$ cat config.mk
export PLATFORM = sky130hd
export DESIGN_NAME = raw_frame_mii_tx
export DESIGN_NICKNAME = d
export VERILOG_FILES = /design/src/rtl/eth_pkg.sv /design/src/rtl/crc32_byte.sv /design/src/rtl/raw_frame_mii_tx.sv
export SDC_FILE = /design/constraint.sdc
export NUM_CORES = 1
export LEC_CHECK = 0
export BUFFER_PORTS_ARGS = -buffer_cell sky130_fd_sc_hd__buf_2
export CAP_MARGIN = 20
export CORE_MARGIN = 10
export CORE_UTILIZATION = 55
export DETAILED_ROUTE_END_ITERATION = 6
export GPL_ROUTABILITY_DRIVEN = 0
export PLACE_DENSITY_LB_ADDON = 0.05
export SKIP_LAST_GASP = 1
export SLEW_MARGIN = 20
export SYNTH_ARGS = -nofsm -noshare
export SYNTH_HDL_FRONTEND = slang
export SYNTH_SLANG_ARGS = --single-unit
$ cat constraint.sdc
create_clock -name clk -period 2.22 [get_ports clk]
set_input_delay 0 -clock clk [delete_from_list [all_inputs] [get_ports clk]]
set_output_delay 0 -clock clk [all_outputs]
set_load 0.01 [all_outputs]
$ cat src/rtl/eth_pkg.sv
// eth_pkg: state encoding and constants shared by the MII transmit and receive stages
package eth_pkg;
  typedef enum logic [2:0] {IDLE, PRE, SFD, DATA_LO, DATA_HI, FCS, IFG} tx_state_t;
  localparam logic [3:0] PREAMBLE_NIB = 4'h5;
  localparam logic [3:0] SFD_NIB = 4'hD;
  localparam logic [31:0] CRC_POLY = 32'hEDB88320;
  localparam logic [31:0] CRC_INIT = 32'hFFFFFFFF;
endpackage

$ cat src/rtl/crc32_byte.sv
// crc32_byte: combinational reflected CRC-32 update of one byte
// crc_in: running CRC, data: byte to fold in (LSB first), crc_out: updated CRC
module crc32_byte
  import eth_pkg::*;
(
  input  logic [31:0] crc_in,
  input  logic [7:0]  data,
  output logic [31:0] crc_out
);
  always_comb begin
    crc_out = crc_in ^ {24'h0, data};
    for (int i = 0; i < 8; i++) crc_out = crc_out[0] ? (crc_out >> 1) ^ CRC_POLY : crc_out >> 1;
  end
endmodule

$ cat src/rtl/raw_frame_mii_tx.sv
// raw_frame_mii_tx: sends committed FIFO frames on MII with preamble, SFD, FCS and IFG
// fifo_do/fifo_empty/fifo_re: 9-bit frame FIFO read side (bit 8 marks last byte)
// frame_commit: pulse per completed frame written; mii_txd/txen/txer: MII transmit
// busy: not idle; underrun: pulse when a needed byte is missing
module raw_frame_mii_tx
  import eth_pkg::*;
#(
  parameter int PRE_NIBBLES = 15,
  parameter int IFG_NIBBLES = 24,
  parameter int CNT_W = 4
) (
  input  logic       clk,
  input  logic       rst,
  input  logic [8:0] fifo_do,
  input  logic       fifo_empty,
  output logic       fifo_re,
  input  logic       frame_commit,
  output logic [3:0] mii_txd,
  output logic       mii_txen,
  output logic       mii_txer,
  output logic       busy,
  output logic       underrun
);
  tx_state_t state;
  logic [CNT_W-1:0] frm_cnt;
  logic [7:0] cnt;
  logic [31:0] crc, crc_next, crc_inv;
  logic [7:0] byte_r;
  logic eof_r, err_r, eof_in, underrun_now, txen_d;
  logic [3:0] txd_d;
  crc32_byte u_crc (.crc_in(crc), .data(fifo_do[7:0]), .crc_out(crc_next));
  // outputs are registered from the current state, so the MII stream lags the FSM by one cycle
  always_comb begin
    eof_in = state == DATA_LO && fifo_do[8];
    underrun_now = state == DATA_HI && !eof_r && fifo_empty;
    fifo_re = state == SFD || (state == DATA_HI && !eof_r && !fifo_empty);
    crc_inv = ~crc >> {cnt[2:0], 2'b00};
    txd_d = state == PRE ? PREAMBLE_NIB : state == SFD ? SFD_NIB : state == DATA_LO ? fifo_do[3:0] :
            state == DATA_HI ? byte_r[7:4] : state == FCS ? crc_inv[3:0] : 4'h0;
    txen_d = state inside {PRE, SFD, DATA_LO, DATA_HI, FCS} || (state == IFG && err_r);
  end
  // err_r marks the single txer cycle that opens the IFG after an underrun
  always_ff @(posedge clk) begin
    if (rst) begin
      state <= IDLE;
      cnt <= '0;
      frm_cnt <= '0;
      crc <= CRC_INIT;
      byte_r <= '0;
      eof_r <= 1'b0;
      err_r <= 1'b0;
      mii_txd <= 4'h0;
      mii_txen <= 1'b0;
      mii_txer <= 1'b0;
      busy <= 1'b0;
      underrun <= 1'b0;
    end else begin
      mii_txd <= txd_d;
      mii_txen <= txen_d;
      mii_txer <= state == IFG && err_r;
      busy <= state != IDLE;
      underrun <= underrun_now;
      if (frame_commit && !eof_in && !(&frm_cnt)) frm_cnt <= frm_cnt + CNT_W'(1);
      else if (eof_in && !frame_commit && |frm_cnt) frm_cnt <= frm_cnt - CNT_W'(1);
      case (state)
        IDLE: if (|frm_cnt) begin
          state <= PRE;
          cnt <= '0;
        end
        PRE: if (cnt == 8'(PRE_NIBBLES - 1)) begin
          state <= SFD;
          cnt <= '0;
        end else cnt <= cnt + 8'd1;
        SFD: begin
          crc <= CRC_INIT;
          state <= DATA_LO;
        end
        DATA_LO: begin
          byte_r <= fifo_do[7:0];
          eof_r <= fifo_do[8];
          crc <= crc_next;
          state <= DATA_HI;
        end
        DATA_HI: begin
          cnt <= '0;
          err_r <= !eof_r && fifo_empty;
          state <= eof_r ? FCS : fifo_empty ? IFG : DATA_LO;
        end
        FCS: if (cnt == 8'd7) begin
          state <= IFG;
          cnt <= '0;
        end else cnt <= cnt + 8'd1;
        IFG: if (err_r) err_r <= 1'b0;
        else if (cnt == 8'(IFG_NIBBLES - 1)) state <= IDLE;
        else cnt <= cnt + 8'd1;
        default: state <= IDLE;
      endcase
    end
  end
endmodule
== After elaboration in Yosys (flattened, before gate mapping) ==
Index checks and enable logic that the tools add are counted.
Word-level totals
  word-level logic and storage cells: 104
  bits in registers: 65
Cells by class
  bitwise logic cells: 10
  eq/ne operators: 15
  shifts and indexed selects: 1
  multiplexer cells: 31
  reduce and logical (&&, ||, !) cells: 30
  add/sub/neg operators: 3
Operators by type and width (number)
  $mux 32: 8
  $not 13->14: 8
  $pmux 32 s2: 1
  $mux 8: 5
  $pmux 8 s5: 1
  $not 32->32: 1
  $shr 32x5->4: 1
  $xor 32x8->32: 1
  $mux 3: 8
  $mux 4: 6
  $pmux 3 s7: 1
  $logic_and 1x1->1: 10
  $reduce_bool 5->1: 2
  $eq 3x3->1 const B: 3
  $add 8x1->8 const B: 1
  $eq 8x3->1 const B: 1
  $eq 8x4->1 const B: 1
  $eq 8x5->1 const B: 1
  $reduce_and 4->1: 2
  $eq 3x2->1 const B: 2
  $ne 2x1->1 const B: 3
  $ne 2x2->1 const B: 3
  $reduce_bool 2->1: 3
  $logic_not 1->1: 5
  11 further kinds: 12

== Longest topological paths before layout ==
Gate-level depths: netlist (run 1).
  depth after elaboration: 18
  gate-level depth with buffers: 9
  gate-level depth less buffers: 8

== Modules after synthesis ==
From an unflattened synthesis (run 1), not the netlist that was laid out.
Unflattened totals
  cell total of the unflattened synthesis: 425
  area total of the unflattened synthesis: 3896.2 um^2
Modules (own cells, without submodules)
  raw_frame_mii_tx: cells an instance 356, times used 1, area each 3030.4 um^2
  crc32_byte: cells an instance 69, times used 1, area each 865.8 um^2

== Least setup slack after synthesis (run 1) ==
Ideal clock, no wire load.
  path kind: register -> register
  start: register state[2]
  end: register frm_cnt[3]
  path slack: 0.095 ns
  clock period less this slack: 2.125 ns
  data required time: 2.149 ns
  cell stages (with the launch flop): 10
  library setup time: 0.071 ns
  arrival: 2.054 ns
  cell sequence: dfxtp_1 clkbuf_1 nand4b_1 nand3_1 ha_1 a21o_1 a21oi_1 xor2_1 or3_1 a21oi_1
On the way
  cells in the longest elaborated chain, start to end: 6
RTL lines
  from (decl): line raw_frame_mii_tx.sv:24  | tx_state_t state;
  from (signal assigned): line raw_frame_mii_tx.sv:87  | state <= eof_r ? FCS : fifo_empty ? IFG : DATA_LO;
  $eq 3x2->1 (*): line raw_frame_mii_tx.sv:34  | eof_in = state == DATA_LO && fifo_do[8];
  $logic_and 1x1->1 (*): line raw_frame_mii_tx.sv:34
  $logic_not 1->1: line raw_frame_mii_tx.sv:63  | if (frame_commit && !eof_in && !(&frm_cnt)) frm_cnt <= frm_cnt + CNT_W'(1);
  $logic_and 1x1->1 (2 in a row): line raw_frame_mii_tx.sv:63
  $mux 4 / $reduce_bool 2->1 (equally long branches)
  to (signal assigned): line raw_frame_mii_tx.sv:63
  to (signal assigned): line raw_frame_mii_tx.sv:64  | else if (eof_in && !frame_commit && |frm_cnt) frm_cnt <= frm_cnt - CNT_W'(1);
  to (decl): line raw_frame_mii_tx.sv:25  | logic [CNT_W-1:0] frm_cnt;
Mark *: on every way between the ends. The rest lies on a longest branch, timed or not.
A chain may end at the register's enable or synchronous reset.

== Worst setup path after layout (run 1) ==
  start: input fifo_do[6]
  end: register crc[25]
On the way
  cells in the longest elaborated chain, start to end: 11
RTL lines
  from (decl): line raw_frame_mii_tx.sv:14  | input logic [8:0] fifo_do,
  $xor 32x8->32 (*): line crc32_byte.sv:11  | crc_out = crc_in ^ {24'h0, data};
  $not 13->14 (no source line)
  $mux 32 (*) (8 in a row): line crc32_byte.sv:12  | for (int i = 0; i < 8; i++) crc_out = crc_out[0] ? (crc_out >> 1) ^ CRC_POLY : crc_out >> 1;
  $pmux 32 s2 (*): line raw_frame_mii_tx.sv:65  | case (state)
  to (signal assigned): line raw_frame_mii_tx.sv:81  | crc <= crc_next;
  to (decl): line raw_frame_mii_tx.sv:27  | logic [31:0] crc, crc_next, crc_inv;
Marks and branches as above.

==> results by group, run 1 <==
Synthesis
  • Synth Instances: 391
  • Mapped Nets: 409
  • Synth area leader: dfxtp_1
  • Most common library cells after synthesis: dfxtp_1, nand2_1, xnor2_1
  • Yosys warnings: 0
  • Synth Area in Simple Gates: 17.65%
  • Syn_area_per_cell: 9.661 sq um
  • Post-synth EDFFs: 0
  • #FFs+latches synth: 61
  • Adder-cell share of the synthesized area: 1.855%
  • Post-synth top flop: dfxtp_1
  • Synth unique cells: 56
  • FFs w/ async S/R, synth: 0%
  • Post-synthesis sequential area ratio: 32.33%
  • Most common cell in the netlist: dfxtp_1
  • Synth top area share: 32.33%
  • Post-Syn Area: 3777 sq um
  • Xor/xnor share of the synthesized area: 23.75%
  • Largest cells by area after synthesis: dfxtp_1, xnor3_1, xnor2_1, mux4_2, a21oi_1
  • Mux share of post-synthesis cell area: 7.022%
  • Compound-Gate Fraction of Synth Area: 14.08%
  • Largest family of logic cells by synthesized area: XOR/XNOR gates

Global route
  • All-Layer GR Usage: 18.02%
  • First-pass GRT wire length: 14.74 mm
  • Vias in the first global route: 2902
  • Largest net degree at the start of global routing: 40
  • Global route total overflow: 0
  • Initial antenna violation count: 0

Timing
  • Fmax: 497.2 MHz
  • Rel. slew slack: 49.89%
  • Final setup fails: 0
  • RSZ-0062 raised after global routing: no
  • Slew Limit Fails: 0
  • Slew @ Worst Pin: 0.7463 ns
  • Final TNS setup: 0 ns
  • Setup Skew: 0.008533 ns
  • WHS: 0.01893 ns
  • Final Hold Vio Count: 0
  • Tcrit/Tclk final: 90.59%
  • Tmin final: 2.011 ns

Clock network
  • Worst-Skew Late Latency: 0.35 ns
  • Clk pin slew, worst setup/hold paths: 0.07 ns
  • Clk root buf: clkbuf_8
  • TritonCTS buffer count: 9
  • Worst-case clock buffer depth: 2
  • CTS tree: done
  • H-tree Lvls: 3
  • Clock net sink count: 61

Placement
  • Port bufs: 21
  • DPL Wire Length: 6.452 mm
  • Placed cells: 487

Min path
  • Min-delay src: fifo_do[8]
  • Tightest Hold Check Type: in2reg

Setup path
  • Reg2reg start: crc[6]
  • Critical path launch point type: input port
  • Crit. Startpoint: fifo_do[6]
  • Crit path max fanout: 8
  • Worst Setup End Kind: register
  • Critical Path RT: 2.44 ns
  • Critical path class: in2reg
  • CP arrival: 2.23 ns

Die
  • Die width: 102.9 um
  • Row count: 30
  • Core area: 6719 sq um
  • I/O pins: 22
  • Initial Utilization: 56.22%
  • Die Area: 10580 sq um
  • Die height: 102.9 um

Layout
  • Nets: 442
  • Syn-to-layout area delta: 14.08%
  • Final Non-Filler Cells: 509
  • # fillers: 570
  • # diodes: 0
  • Share of cells above drive strength 1: 19.11%

Route
  • Via count: 2978
  • Vias per cell: 5.851
  • Drt drc: 0
  • WL per Instance: 17.68 um
  • Total iterations of the first detailed-routing run: 4
  • Final wirelength: 8.997 mm
  • Initial detailed-routing violation count: 121
  • Post-DRT Antenna Nets: 0

Power
  • Clock network fraction of total power: 20.6%
  • Net switching fraction of the power: 38.62%
  • Internal: 2923 uW
  • Maximum VDD drop: 0.5195 mV
  • Static Leakage: 0.001678 uW
  • Sequential share of power: 30.3%
  • PD cells: 1105 nW/um^2
  • Comb pwr share: 49.1%
  • Psw: 1839 uW

Flow run
  • # Max-Cap Violations: 0

Status
  • Outcome: complete, no violations
==> routing by layer <==
layer	routed length, um	vias up	track usage (%)	part of all wire [%]
li1	-	1470	-	-
met1	4095	1429	22.36	46
met2	4366	65	30.37	49
met3	332	14	2.480	3.7
met4	203	0	8.235	2.3
met5	0	-	0	0
==> layout by cell type (no fill, tap or decap), types with 3 or more instances in the layout <==
cell type      Yosys  final
and2_1             5      5
xnor2_4            4      4
nor2b_1            7      6
a211oi_1           4      4
buf_2              1     21
mux2i_1            7      7
a221oi_1           4      4
or4_1              4      4
nor2_1            22     22
a211o_1            3      3
nand3_1            8      8
buf_4              1     21
o22ai_1           23     23
nor3_1            10     10
xor2_1             6      6
xnor2_1           32     31
ha_1               4      4
mux4_2             7      7
xnor3_1           13     13
clkbuf_8           0      9
dfxtp_1           61     61
a21oi_1           29     29
xnor2_2            6      7
dlygate4sd3_1      0      6
nand2b_1          17     17
inv_1              6      6
o31ai_1            6      6
nand2_1           34     34
or3_1              3      3
o21ai_0            6      6
==> flip-flops by register name, indices dropped and copies added, names as in the netlist <==
name      flops
eof_r         1
crc          32
frm_cnt       4
err_r         1
mii_txen      1
underrun      1
cnt           8
mii_txd       4
byte_r        4
mii_txer      1
busy          1
state         3
==> final cells by class <==
cell class / count / area (sq um) / area share [%]
Sequential cell: 61 / 1221 / 28.34
Clock buffer: 10 / 127.6 / 2.962
Multi-Input combinational cell: 298 / 2451 / 56.88
Clock inverter: 6 / 63.81 / 1.481
Tap cell: 80 / 100.1 / 2.323
Timing Repair Buffer: 48 / 322.8 / 7.491
Inverter: 6 / 22.52 / 0.5226
==> through the flow <==
stage | total power, uW | utilization [%] | setup WS (ns) | area, sq um
2_1_floorplan | 3220 | - | 0.09519 | 3777
4_1_cts | 4763 | 63.87 | 0.09741 | 4292
3_3_place_gp | 3752 | 60.13 | 0.1884 | 4040
3_5_place_dp | 3759 | 60.13 | 0.1169 | 4040
6_report | 4763 | 64.13 | 0.2089 | 4309
5_1_grt | 5074 | 64.13 | 0.04721 | 4309
==> final timing paths <==
| kind | slack, ns | endpoint | cells past startpoint |
|---|---|---|---|
| worst max-delay path | 0.21 | crc[25] | 7 |
| worst max register to register | 0.22 | crc[25] | 5 |
| worst min register to register | 0.46 | byte_r[5] | 2 |
| worst min-delay path | 0.02 | eof_r | 3 |
==> power by group through the flow <==
stage,clock network [uW],logic (uW),registers [uW]
2_1_floorplan,0,1780,1440
3_3_place_gp,0,2290,1460
3_5_place_dp,0,2290,1460
4_1_cts,1010,2320,1440
5_1_grt,1060,2550,1470
6_report,981,2340,1440
==> logic make-up (layout without fill, tap and decap cells) <==
| kind of cell | count (synthesis) | count (layout) |
|---|---|---|
| and+or+nand+nor | 128 | 128 |
| AOI/OAI and AO/OA | 85 | 85 |
| xor gates and xnor gates | 64 | 64 |
| DFF | 61 | 61 |
| buffers and inverters | 32 | 70 |
| muxes | 16 | 16 |
| adders and majority gates | 5 | 5 |
==> critical path, stage by stage <==
cell and delay, ns:
dlygate4sd3_1 0.54, buf_2 0.14, xnor2_1 0.61, xnor2_4 0.27, xnor3_1 0.46, o22ai_1 0.14
nand2_1 0.07
==> repair_timing <==
action	4_1_cts	5_1_grt
endpoints found under the setup margin	0	8
hold buffers	6	0
resized for setup	0	3
endpoints found under the hold margin	9	0
setup buffers	0	0
No activity file was read; power rests on OpenSTA's default activity.
==> run 2, diff against run 1 <==
--- a/config.mk
+++ b/config.mk
@@ -7,8 +7,10 @@
 export LEC_CHECK = 0
 export BUFFER_PORTS_ARGS = -buffer_cell sky130_fd_sc_hd__buf_2
 export CAP_MARGIN = 20
+export CELL_PAD_IN_SITES_DETAIL_PLACEMENT = 0
+export CELL_PAD_IN_SITES_GLOBAL_PLACEMENT = 1
 export CORE_MARGIN = 10
-export CORE_UTILIZATION = 55
+export CORE_UTILIZATION = 43
 export DETAILED_ROUTE_END_ITERATION = 6
 export GPL_ROUTABILITY_DRIVEN = 0
 export PLACE_DENSITY_LB_ADDON = 0.05
==> run 2 against run 1 <==
  * Hold slack got worse by 0.00073 ns
  * Routed wire length rose by 8.4%
  * Sequential cell count did not move
  * Via count fell by 0.10%
  * Worst setup slack got worse by 0.068 ns
  * Critical path type is now reg2reg
  * Critical endpoint is now crc[22]
==> results by group, run 2 (same netlist as run 1, synthesis figures left out) <==
Setup path
  • Buffers and inverters on the worst path: 1
  • Worst Setup End Kind: register
  • CP delay by family, top: XOR/XNOR gates
  • Critical-path cell list: xnor2_4, buf_4, xnor2_4, xnor3_1, o22ai_1, nand2_1
  • Critical path class: reg2reg
  • CP arrival: 2.29 ns
  • Crit-path max cell delay: 0.47 ns
  • Critical Path RT: 2.43 ns
  • R2R setup slack: 0.14 ns
  • Slowest CP cell: xnor3_1
  • Critical path launch point type: register
  • Crit path top cell by count: xnor2_4
  • Crit path max fanout: 9

Layout
  • Share of cells above drive strength 1: 19.44%
  • Top flop regs: crc x32, cnt x8
  • Most frequent cells in the layout: dfxtp_1, nand2_1, xnor2_1
  • # diodes: 0
  • Max reg flops: 32
  • Nets: 445
  • Syn-to-layout area delta: 15.37%
  • Final Non-Filler Cells: 540
  • Commonest non-fill, non-tap cell in the layout: dfxtp_1
  • Biggest register: crc

Timing
  • Final TNS setup: 0 ns
  • Slew Limit Fails: 0
  • Tmin final: 2.079 ns
  • Final setup fails: 0
  • Setup Skew: 0.01475 ns
  • RSZ-0062 raised after global routing: no
  • Slew @ Worst Pin: 0.7725 ns
  • Final Hold Vio Count: 0
  • Tcrit/Tclk final: 93.65%
  • Fmax: 481.0 MHz
  • Rel. slew slack: 48.13%

Placement
  • Placed cells: 519
  • Port bufs: 21
  • DPL Wire Length: 6.986 mm

Route
  • Via count: 2975
  • Post-DRT Antenna Nets: 0
  • Vias per cell: 5.509
  • DR WL met3: 400 um
  • Final wirelength: 9.749 mm
  • Total iterations of the first detailed-routing run: 4
  • Uppermost layer routed: met4
  • Drt drc: 0
  • WL met1: 4.250 mm
  • Met2 WL: 4.916 mm
  • WL per Instance: 18.05 um
  • Initial detailed-routing violation count: 132

Clock network
  • H-tree Lvls: 3
  • CTS tree: done
  • Worst-Skew Late Latency: 0.34 ns
  • Setup Buffers After CTS: 0
  • Clk pin slew, worst setup/hold paths: 0.07 ns
  • Clk root buf: clkbuf_8
  • Clock net sink count: 61
  • Worst-case clock buffer depth: 2
  • TritonCTS buffer count: 9

Global route
  • First-pass GRT wire length: 16.30 mm
  • Largest net degree at the start of global routing: 34
  • Initial antenna violation count: 0
  • Global route total overflow: 0
  • All-Layer GR Usage: 15.77%
  • Vias in the first global route: 3028

Die
  • Die height: 113.7 um
  • Die Area: 12930 sq um
  • Row count: 34
  • I/O pins: 22
  • Die width: 113.7 um
  • Initial Utilization: 43.74%
  • Core area: 8636 sq um

Power
  • PD cells: 1113 nW/um^2
  • Maximum VDD drop: 0.5969 mV
  • Static Leakage: 0.001691 uW

Min path
  • Tightest Hold Check Type: in2reg

Flow run
  • # Max-Cap Violations: 0

Status
  • Outcome: complete, no violations
run 2: what timing repair did:
item / in CTS / in global routing
gates resized for setup: 0 / 2
endpoints found under the hold margin: 5 / 0
hold buffers: 5 / 0
endpoints found under the setup margin: 0 / 8
run 2: final cells by class:
type | instances | area, sq um
clock inverters | 4 | 47.55
repair buffers | 51 | 342.8
clock buffers | 12 | 145.1
well taps | 108 | 135.1
fillers | 831 | 4278
flip-flops and latches | 61 | 1221
multi-input cells | 298 | 2444
inverters | 6 | 22.52
run 2: path summary, 6_finish.rpt:
check	startpoint	end	cells past startpoint
worst max-delay path	crc[0]	crc[22]	6
worst min-delay path	fifo_do[8]	eof_r	3
worst max register to register	crc[0]	crc[22]	6
worst min register to register	byte_r[5]	byte_r[5]	2
run 2: layer usage:
| layer | global-route usage, % | up-vias |
|---|---|---|
| li1 | - | 1479 |
| met1 | 19.43 | 1429 |
| met2 | 26.58 | 52 |
| met3 | 3.780 | 15 |
| met4 | 4.738 | 0 |
| met5 | 0 | - |
run 2: stage by stage:
step	instance area, sq um	total power (uW)	setup slack, ns	hold WS [ns]	util (%)
finish	4358	4852	0.1410	0.01820	50.46
global route	4358	5209	0.02564	0.06035	50.46
CTS	4348	4880	0.09245	0.01768	50.35
detailed placement	4105	3859	0.1267	0.2740	47.54
global placement	4105	3850	0.1127	0.2690	47.54
floorplan	3777	3220	0.09519	0.1360	-
run 2: tightest hold or removal path: cells and delay by family:
| family | cells | cell delay (ns) |
|---|---|---|
| AO/OA/AOI/OAI | 1 | 0.07 |
| AND/OR/NAND/NOR | 1 | 0.13 |
| buffers and inverters | 1 | 0.10 |
run 2: where the power goes:
group / switching, uW / internal (uW) / total [uW]
logic: 1260 / 1160 / 2420
registers: 156 / 1280 / 1430
clock network: 455 / 547 / 1000
total: 1870 / 2980 / 4850
